**src/rtl/fpu_sched_if.sv**
```systemverilog
// Handshake bundle between the main FSM / FP units (master) and the FP execute scheduler (slave).
`timescale 1ns/1ps
interface fpu_sched_if;
  logic       ft_go;
  logic [4:0] funct5;
  logic       add_start;
  logic       mul_start;
  logic       div_start;
  logic       sqrt_start;
  logic       cvt_start;
  logic       div_done;
  logic       sqrt_done;
  logic [2:0] res_sel;
  logic       fregwrite_o;
  logic       xregwrite_o;
  logic       flpt_done;
  logic       busy;
  logic       err_illegal;
  logic       err_timeout;
  logic       err_overrun;

  modport master (
    output ft_go, funct5, div_done, sqrt_done,
    input  add_start, mul_start, div_start, sqrt_start, cvt_start,
    input  res_sel, fregwrite_o, xregwrite_o, flpt_done, busy,
    input  err_illegal, err_timeout, err_overrun
  );

  modport slave (
    input  ft_go, funct5, div_done, sqrt_done,
    output add_start, mul_start, div_start, sqrt_start, cvt_start,
    output res_sel, fregwrite_o, xregwrite_o, flpt_done, busy,
    output err_illegal, err_timeout, err_overrun
  );
endinterface

```
**src/rtl/fpu_sched.sv**
```systemverilog
// FP execute-phase sequencer: decodes funct5, pulses one unit start, waits on fixed
// latency or a done handshake, then issues the regfile write strobe and flpt_done.
`timescale 1ns/1ps
module fpu_sched #(
  parameter int LAT_ADD = 4,
  parameter int LAT_MUL = 3,
  parameter int LAT_CVT = 2,
  parameter int TIMEOUT = 255
) (
  input logic        clk,
  input logic        rstn,
  fpu_sched_if.slave fp
);

  localparam int MAX_L1  = (LAT_ADD > LAT_MUL) ? LAT_ADD : LAT_MUL;
  localparam int MAX_L2  = (MAX_L1 > LAT_CVT) ? MAX_L1 : LAT_CVT;
  localparam int CNT_MAX = (TIMEOUT > MAX_L2) ? TIMEOUT : MAX_L2;
  localparam int CW      = $clog2(CNT_MAX + 1);

  localparam logic [2:0] SEL_ADD  = 3'd0;
  localparam logic [2:0] SEL_MUL  = 3'd1;
  localparam logic [2:0] SEL_DIV  = 3'd2;
  localparam logic [2:0] SEL_SQRT = 3'd3;
  localparam logic [2:0] SEL_CVT  = 3'd4;
  localparam logic [2:0] SEL_SGNJ = 3'd5;
  localparam logic [2:0] SEL_CMP  = 3'd6;
  localparam logic [2:0] SEL_MV   = 3'd7;

  typedef enum logic [2:0] {S_IDLE, S_ISSUE, S_WAIT_FIX, S_WAIT_HS, S_WRITE} state_t;
  typedef enum logic [1:0] {K_FIX, K_HS, K_COMB} kind_t;

  state_t        state;
  kind_t         kind;
  logic          dest_fp;
  logic [CW-1:0] cnt;

  logic          dec_legal;
  kind_t         dec_kind;
  logic          dec_fp;
  logic [2:0]    dec_sel;
  logic [CW-1:0] fix_lat_m1;
  logic          hs_done;
  logic          to_write;
  logic          wr_ok;

  // NOTE: every signal assigned in an always_comb gets a default first, so no path can infer a latch.
  always_comb begin
    dec_legal = 1'b1;
    dec_kind  = K_COMB;
    dec_fp    = 1'b1;
    dec_sel   = SEL_ADD;
    case (fp.funct5)
      5'b00000, 5'b00001: begin dec_kind = K_FIX; dec_sel = SEL_ADD; end
      5'b00010:           begin dec_kind = K_FIX; dec_sel = SEL_MUL; end
      5'b00011:           begin dec_kind = K_HS;  dec_sel = SEL_DIV; end
      5'b01011:           begin dec_kind = K_HS;  dec_sel = SEL_SQRT; end
      5'b00100:           dec_sel = SEL_SGNJ;
      5'b00101:           dec_sel = SEL_CMP;
      5'b10100:           begin dec_sel = SEL_CMP; dec_fp = 1'b0; end
      5'b11000:           begin dec_kind = K_FIX; dec_sel = SEL_CVT; dec_fp = 1'b0; end
      5'b11010:           begin dec_kind = K_FIX; dec_sel = SEL_CVT; end
      5'b11100:           begin dec_sel = SEL_MV; dec_fp = 1'b0; end
      5'b11110:           dec_sel = SEL_MV;
      default:            dec_legal = 1'b0;
    endcase
  end

  // res_sel identifies the in-flight unit, so it also picks latency and done source.
  always_comb begin
    case (fp.res_sel)
      SEL_MUL: fix_lat_m1 = CW'(LAT_MUL - 1);
      SEL_CVT: fix_lat_m1 = CW'(LAT_CVT - 1);
      default: fix_lat_m1 = CW'(LAT_ADD - 1);
    endcase
  end

  assign hs_done = (fp.res_sel == SEL_SQRT) ? fp.sqrt_done : fp.div_done;

  always_comb begin
    to_write = 1'b0;
    wr_ok    = 1'b1;
    case (state)
      S_IDLE: begin
        to_write = fp.ft_go && !dec_legal;
        wr_ok    = 1'b0;
      end
      S_ISSUE:    to_write = (kind == K_COMB) || (kind == K_FIX && fix_lat_m1 == '0);
      S_WAIT_FIX: to_write = (cnt <= CW'(1));
      S_WAIT_HS: begin
        to_write = hs_done || (cnt <= CW'(1));
        wr_ok    = hs_done;
      end
      default: ;
    endcase
  end

  // NOTE: sequential state uses non-blocking assignments only, so every read sees the pre-edge value.
  always_ff @(posedge clk) begin
    if (!rstn) begin
      state          <= S_IDLE;
      kind           <= K_COMB;
      dest_fp        <= 1'b0;
      cnt            <= '0;
      fp.add_start   <= 1'b0;
      fp.mul_start   <= 1'b0;
      fp.div_start   <= 1'b0;
      fp.sqrt_start  <= 1'b0;
      fp.cvt_start   <= 1'b0;
      fp.res_sel     <= SEL_ADD;
      fp.fregwrite_o <= 1'b0;
      fp.xregwrite_o <= 1'b0;
      fp.flpt_done   <= 1'b0;
      fp.busy        <= 1'b0;
      fp.err_illegal <= 1'b0;
      fp.err_timeout <= 1'b0;
      fp.err_overrun <= 1'b0;
    end else begin
      // Pulse outputs default low; the branches below raise them for exactly one cycle.
      fp.add_start   <= 1'b0;
      fp.mul_start   <= 1'b0;
      fp.div_start   <= 1'b0;
      fp.sqrt_start  <= 1'b0;
      fp.cvt_start   <= 1'b0;
      fp.fregwrite_o <= 1'b0;
      fp.xregwrite_o <= 1'b0;
      fp.flpt_done   <= 1'b0;

      if (fp.ft_go && state != S_IDLE) fp.err_overrun <= 1'b1;

      case (state)
        S_IDLE: begin
          if (fp.ft_go) begin
            fp.busy <= 1'b1;
            if (dec_legal) begin
              state         <= S_ISSUE;
              kind          <= dec_kind;
              dest_fp       <= dec_fp;
              fp.res_sel    <= dec_sel;
              fp.add_start  <= (dec_sel == SEL_ADD)  && (dec_kind == K_FIX);
              fp.mul_start  <= (dec_sel == SEL_MUL);
              fp.div_start  <= (dec_sel == SEL_DIV);
              fp.sqrt_start <= (dec_sel == SEL_SQRT);
              fp.cvt_start  <= (dec_sel == SEL_CVT);
            end else begin
              fp.err_illegal <= 1'b1;
            end
          end
        end
        S_ISSUE: begin
          if (kind == K_HS) begin
            cnt   <= CW'(TIMEOUT);
            state <= S_WAIT_HS;
          end else begin
            cnt   <= fix_lat_m1;
            state <= S_WAIT_FIX;
          end
        end
        S_WAIT_FIX: cnt <= cnt - 1'b1;
        S_WAIT_HS: begin
          cnt <= cnt - 1'b1;
          if (!hs_done && cnt <= CW'(1)) fp.err_timeout <= 1'b1;
        end
        S_WRITE: begin
          state   <= S_IDLE;
          fp.busy <= 1'b0;
        end
        default: begin
          state   <= S_IDLE;
          fp.busy <= 1'b0;
        end
      endcase

      if (to_write) begin
        state          <= S_WRITE;
        fp.flpt_done   <= 1'b1;
        fp.fregwrite_o <= wr_ok && dest_fp;
        fp.xregwrite_o <= wr_ok && !dest_fp;
      end
    end
  end

endmodule

```
**src/flat_wrapper.sv**
```systemverilog
// flat-port wrapper written by rule: the top's interface ports become plain ports
module fpu_sched_flat 
#(
  parameter int LAT_ADD = 4,
  parameter int LAT_MUL = 3,
  parameter int LAT_CVT = 2,
  parameter int TIMEOUT = 255
)
  (clk, rstn, fp_ft_go, fp_funct5, fp_div_done, fp_sqrt_done, fp_add_start, fp_mul_start, fp_div_start, fp_sqrt_start, fp_cvt_start, fp_res_sel, fp_fregwrite_o, fp_xregwrite_o, fp_flpt_done, fp_busy, fp_err_illegal, fp_err_timeout, fp_err_overrun);
  fpu_sched_if fp_i ();
  input logic clk;
  input logic rstn;
  input wire logic [$bits(fp_i.ft_go)-1:0] fp_ft_go;
  input wire logic [$bits(fp_i.funct5)-1:0] fp_funct5;
  input wire logic [$bits(fp_i.div_done)-1:0] fp_div_done;
  input wire logic [$bits(fp_i.sqrt_done)-1:0] fp_sqrt_done;
  output wire logic [$bits(fp_i.add_start)-1:0] fp_add_start;
  output wire logic [$bits(fp_i.mul_start)-1:0] fp_mul_start;
  output wire logic [$bits(fp_i.div_start)-1:0] fp_div_start;
  output wire logic [$bits(fp_i.sqrt_start)-1:0] fp_sqrt_start;
  output wire logic [$bits(fp_i.cvt_start)-1:0] fp_cvt_start;
  output wire logic [$bits(fp_i.res_sel)-1:0] fp_res_sel;
  output wire logic [$bits(fp_i.fregwrite_o)-1:0] fp_fregwrite_o;
  output wire logic [$bits(fp_i.xregwrite_o)-1:0] fp_xregwrite_o;
  output wire logic [$bits(fp_i.flpt_done)-1:0] fp_flpt_done;
  output wire logic [$bits(fp_i.busy)-1:0] fp_busy;
  output wire logic [$bits(fp_i.err_illegal)-1:0] fp_err_illegal;
  output wire logic [$bits(fp_i.err_timeout)-1:0] fp_err_timeout;
  output wire logic [$bits(fp_i.err_overrun)-1:0] fp_err_overrun;
  assign fp_i.ft_go = fp_ft_go;
  assign fp_i.funct5 = fp_funct5;
  assign fp_i.div_done = fp_div_done;
  assign fp_i.sqrt_done = fp_sqrt_done;
  assign fp_add_start = fp_i.add_start;
  assign fp_mul_start = fp_i.mul_start;
  assign fp_div_start = fp_i.div_start;
  assign fp_sqrt_start = fp_i.sqrt_start;
  assign fp_cvt_start = fp_i.cvt_start;
  assign fp_res_sel = fp_i.res_sel;
  assign fp_fregwrite_o = fp_i.fregwrite_o;
  assign fp_xregwrite_o = fp_i.xregwrite_o;
  assign fp_flpt_done = fp_i.flpt_done;
  assign fp_busy = fp_i.busy;
  assign fp_err_illegal = fp_i.err_illegal;
  assign fp_err_timeout = fp_i.err_timeout;
  assign fp_err_overrun = fp_i.err_overrun;
  fpu_sched #(.LAT_ADD(LAT_ADD), .LAT_MUL(LAT_MUL), .LAT_CVT(LAT_CVT), .TIMEOUT(TIMEOUT)) u_core (.clk(clk), .rstn(rstn), .fp(fp_i));
endmodule
```
**config.mk**
```make
export PLATFORM = sky130hd
export DESIGN_NAME = fpu_sched_flat
export DESIGN_NICKNAME = d
export VERILOG_FILES = /design/src/rtl/fpu_sched_if.sv /design/src/rtl/fpu_sched.sv /design/src/flat_wrapper.sv
export SDC_FILE = /design/constraint.sdc
export NUM_CORES = 1
export LEC_CHECK = 0
export ABC_AREA = 0
export ABC_CLOCK_PERIOD_IN_PS = 1330
export CAP_MARGIN = 20
export CORE_MARGIN = 2
export CORE_UTILIZATION = 47
export DETAILED_ROUTE_END_ITERATION = 8
export PLACE_DENSITY = 0.84
export SLEW_MARGIN = 10
export SYNTH_ARGS = -nofsm -noshare
export SYNTH_HDL_FRONTEND = slang
export SYNTH_SLANG_ARGS = --single-unit
```
**constraint.sdc**
```tcl
create_clock -name clk -period 1.33 [get_ports clk]
set_input_delay 0.266 -clock clk [delete_from_list [all_inputs] [get_ports clk]]
set_output_delay 0.266 -clock clk [all_outputs]
set_load 0.01 [all_outputs]
```
# After elaboration in Yosys (flattened, before gate mapping)
# Index checks and enable logic that the tools add are counted.
# Widths: inputs -> output; s select.
# totals
ff_bits	29
latchBits	0
mem_bits_rw	0
rom_bits	0
input_bits	10
out_inout_bits	15
elab_cells	108
mem_count	0
# classes
add_sub_neg	1
mul	0
div	0
order_cmp	1
eq_ne	28
shifts	0
muxes	18
n_bitwise	4
reduce_logical	38
# op_table
operator	count
$eq 5x5->1 const B	5
$pmux 3 s7	1
$pmux 8 s2	1
$eq 3x2->1 const B	5
$reduce_and 3->1	4
$reduce_or 12->1	1
$reduce_or 2->1	6
$eq 5x2->1 const B	2
$eq 5x3->1 const B	2
$eq 3x1->1 const B	3
$mux 3	3
$pmux 3 s3	1
$le 8x1->1 const B	1
$logic_not 8->1	1
$mux 8	1
$pmux 2 s2	2
$sub 8x1->8 const B	1
$logic_and 1x1->1	7
$eq 3x3->1 const B	2
$logic_not 3->1	2
$mux 1	6
$reduce_and 2->1	3
$reduce_or 3->1	2
$eq 5x1->1 const B	1
other kinds (18)	27

# Longest topological paths before layout
# depth
depth_word	8
depth_mapped	7
depth_no_buf	6

# Least setup slack after synthesis
# No wires, ideal clock.
# synth_path
path_kind	register to register
start	register u_core.cnt[0]
end	register u_core.fp.fregwrite_o
setup_ps	124
arrival_time_ps	1271
t_required_ps	1206
slack_ps	-65
stages_incl_launch_ff	7
n_path_buf	0
period_less_slack_ps	1395
cell_sequence	dfxtp_1 inv_1 ha_1 o2111ai_2 o211ai_2 a21oi_2 nor3b_2
# synth_via
elab_chain_cells	4
# synth_rtl
item	line_no	rtl
from (decl)	fpu_sched.sv:35	logic [CW-1:0] cnt;
from (signal assigned)	fpu_sched.sv:151	cnt <= CW'(TIMEOUT);
from (signal assigned)	fpu_sched.sv:154	cnt <= fix_lat_m1;
from (signal assigned)	fpu_sched.sv:158	S_WAIT_FIX: cnt <= cnt - 1'b1;
$le 8x1->1 *	fpu_sched.sv:88, fpu_sched.sv:90	
$logic_or 1x1->1	fpu_sched.sv:90	to_write = hs_done || (cnt <= CW'(1));
$pmux 1 s4 *	fpu_sched.sv:82	case (state)
$reduce_and 2->1 (no line) *	n/a	
to (signal assigned)	fpu_sched.sv:176	fp.fregwrite_o <= wr_ok && dest_fp;
to (decl)	fpu_sched_if.sv:32	output res_sel, fregwrite_o, xregwrite_o, flpt_done, busy,
# Mark *: on every way between the ends. The rest lies on a longest branch, timed or not.
# A chain may end at the register's enable or synchronous reset.

# Final worst setup path
# layout_path
start	register u_core.cnt[0]
end	register u_core.state[1]
# layout_via
elab_chain_cells	4
# layout_rtl
item	line_no	rtl
$le 8x1->1 *	fpu_sched.sv:88, fpu_sched.sv:90	
$logic_or 1x1->1	fpu_sched.sv:90	
$pmux 1 s4 *	fpu_sched.sv:82	
$reduce_or 2->1 (no line) *	n/a	
to (signal assigned)	fpu_sched.sv:100	state <= S_IDLE;
to (signal assigned)	fpu_sched.sv:135	state <= S_ISSUE;
to (signal assigned)	fpu_sched.sv:152	state <= S_WAIT_HS;
to (decl)	fpu_sched.sv:32	state_t state;
# Marks and branches as above.

==> key figures <==
Timing
  – Setup-failing EPs final: 10
  – Setup Skew: 0.009452 ns
  – Final Max Tran Viols: 0
  – Setup WS post-layout: -0.02451 ns
  – Slew @ Worst Pin: around 0.47 ns
  – Final hold slack: 0.4123 ns
  – RSZ-0062 raised after global routing: true
  – Final hold vios: 0
  – Final clock period utilization by the worst path: 1.018
  – Peak Freq: 738.3 MHz
  – Post-layout minimum cycle time: 1.355 ns
  – Max-slew headroom: 0.6810

Finish
  – Area grow syn2layout: 47.13%
  – Ant. Diodes: 0
  – Net count, final: roughly 250
  – Fill cells: 230
  – Most common cell after layout, fill and taps aside: buf_4
  – Final std cells w/o fill: 286
  – Commonest non-fill, non-tap cells in the layout: 38 x buf_4, 24 x dfxtp_1, 17 x dlygate4sd2_1
  – Layout cell share with drive strength beyond 1: 0.4132

Synth
  – Mapped Area: roughly 0.0015 mm^2
  – Yosys top cell area share: 0.3757
  – Ys Warns: 0
  – Area leader, netlist: dfxtp_1
  – Syn nets: 192
  – Netlist cell types: 53
  – Synthesized area per cell: ~8.6 um^2
  – Cells after synthesis: 180
  – Post-synth EDFFs: 0
  – Synth Flop Type: dfxtp_1
  – Post-synth ARST share: 0
  – FF+latch count, synth: 29
  – Register area share after synthesis: 0.3757
  – Top cells by area, synth: dfxtp_1 38%, nor2_1 5.1%, o21ai_0 4.5%

Clocking
  – Root Buffer: clkbuf_4
  – Cts hold-fix bufs: 0
  – CTS tree: built
  – CTS Buf Count: 5
  – Worst-Skew Late Latency: 0.34 ns
  – Clock Path Buffers: 2
  – H-tree Lvls: 2
  – Clock-pin slew on the worst setup and hold paths: 0.11 ns
  – # clock sinks: 29

Place
  – IO Port Bufs: 24
  – Post-DP HPWL: around 2.6 mm
  – Gpl congestion: about 0.90
  – Dpl cells: 274
  – Pre-CTS setup slack: -0.5781 ns

Critical path
  – Worst Setup End Kind: flop
  – Reg2reg end: u_core.state[1]
  – R2r startpoint: u_core.cnt[0]
  – CP required: 1.60 ns
  – Arrival time worst endpoint: 1.62 ns
  – CP Max Fanout: 4
  – Critical path class: flop to flop
  – Flop2flop setup slack: -0.02 ns
  – R2R cell count: 6
  – Setup crit start kind: flop

Pwr
  – Pwr Density: ~1000 mW/mm^2
  – Leakage power: 0.9625 nW
  – Power, Total: 0.002380 W
  – Peak supply drop: between 0.7 and 0.8 mV

Hold path
  – Worst Hold Depth: 2
  – Hold EP: u_core.fp.add_start
  – Worst hold path class: input port to flop
  – Hold path startpoint: fp_funct5[1]

Drt
  – Drt wl/cell: about 14 um
  – Total wire length: 4.107 mm
  – Vias post-DR: 1,560
  – First-pass DRT Iterations: 4
  – ANT nets after route: 0
  – Post-route DRC: 0
  – Avg Vias per Cell: 5.455
  – DR iter-0 viols: 55

Global routing
  – Number of global-route vias before repair: 1,393
  – Largest net degree at the start of global routing: 22
  – Grt total ovfl: 0
  – Global-route wire length before repair: roughly 6 mm
  – Initial antenna violation count: 0
  – GRT Resource Usage Total: 0.2260

Outcome
  – Status: finished with violations
  – Failing checks: negative setup slack

Die
  – Chip Width: 61.34 um
  – Row Count: 20
  – Core box area: 0.003103 mm^2
  – Top-Level Pins: 25
  – Die Y: 61.34 um
  – Initial Utilization: 0.4980
  – Die area: 0.003763 mm^2

Job
  – Total of max-cap violations: 0
==> cells in the mapped netlist, types with 3 or more instances <==
cell,n
nand2b_1,6
nor2_1,21
buf_2,5
a211o_1,3
nor3_1,8
a21oi_1,10
inv_1,5
a21boi_0,4
buf_6,3
o21ai_0,14
nand2_1,15
dfxtp_1,29
nand3_1,4
nor4b_1,3
==> layer usage <==
metal,GRT usage,vias to the layer above,wire (um)
li1,-,770,-
met1,0.2826,748,1785
met2,0.3602,32,2063
met3,0.05882,10,151
met4,0.1155,0,106
met5,0,-,0
==> cell families after synthesis <==
| logic type | share of synthesized area |
|---|---|
| xor gates and xnor gates | 0.005669 |
| DFF | 0.3757 |
| buffers and inverters | 0.06315 |
| adders and majority gates | 0.01619 |
| AOI/OAI and AO/OA | 0.2275 |
| muxes | 0.01296 |
| and+or+nand+nor | 0.2988 |
==> report_power, final <==
part | leakage [nW] | internal (W) | switching [W] | total, W
clock | 0.0414 | 0.000398 | 0.000355 | 0.000753
sequential | 0.239 | 0.000924 | 0.0000486 | 0.000973
combinational | 0.682 | 0.000322 | 0.000333 | 0.000655
total | 0.963 | 0.00164 | 0.000736 | 0.00238
==> worst max path at each step <==
stage | start | to | slack [ns]
6_report | u_core.cnt[0] | u_core.state[1] | -0.02
5_1_grt | u_core.state[1] | u_core.fp.res_sel[2] | -0.11
4_1_cts | u_core.cnt[0] | u_core.fp.flpt_done | -0.03
3_5_place_dp | fp_funct5[1] | u_core.fp.res_sel[1] | -0.58
3_3_place_gp | fp_funct5[1] | u_core.fp.res_sel[1] | -0.56
2_1_floorplan | u_core.fp.res_sel[2] | u_core.fp.fregwrite_o | -0.0003
==> stage by stage <==
stage	util	instance area (um^2)	setup TNS, ns
3_5_place_dp	0.6597	2047	-9.225
4_1_cts	0.7000	2172	-0.07818
5_1_grt	0.7327	2273	-1.379
2_1_floorplan	-	1556	-0.0002824
6_report	0.7327	2273	-0.1423
3_3_place_gp	0.6597	2047	-8.899
==> final cells by class <==
cell class                 instances  area [um^2]  share of cell area
clock buffer                       5        37.54             0.01651
clock inverter                     3        46.29             0.02036
inverter                           5        18.77            0.008255
multi-input combinational        135         1002              0.4408
sequential                        29        596.8              0.2625
tap                               44        55.05             0.02422
timing repair buffer              65        516.7              0.2273
==> timing repair <==
action	in CTS	in global routing
resized for setup	34	40
setup endpoints to repair	38	29
pin swaps	11	9
cloned	1	0
setup buffers	3	0
==> worst max-delay path, stage by stage, from the launching register on <==
cell and delay, ns:
dfxtp_4 0.38, inv_2 0.04, ha_4 0.16, o2111ai_4 0.23
o211ai_2 0.15, buf_4 0.17, nor3_2 0.16
==> registers in the layout (all words and copies together) (netlist names) <==
signal,flops
u_core.cnt,8
u_core.dest_fp,1
u_core.fp.add_start,1
u_core.fp.busy,1
u_core.fp.cvt_start,1
u_core.fp.div_start,1
u_core.fp.err_illegal,1
u_core.fp.err_overrun,1
u_core.fp.err_timeout,1
u_core.fp.flpt_done,1
u_core.fp.fregwrite_o,1
u_core.fp.mul_start,1
u_core.fp.res_sel,3
u_core.fp.sqrt_start,1
u_core.fp.xregwrite_o,1
u_core.kind,2
u_core.state,3
Note: power is estimated with default switching activity, not from simulation.
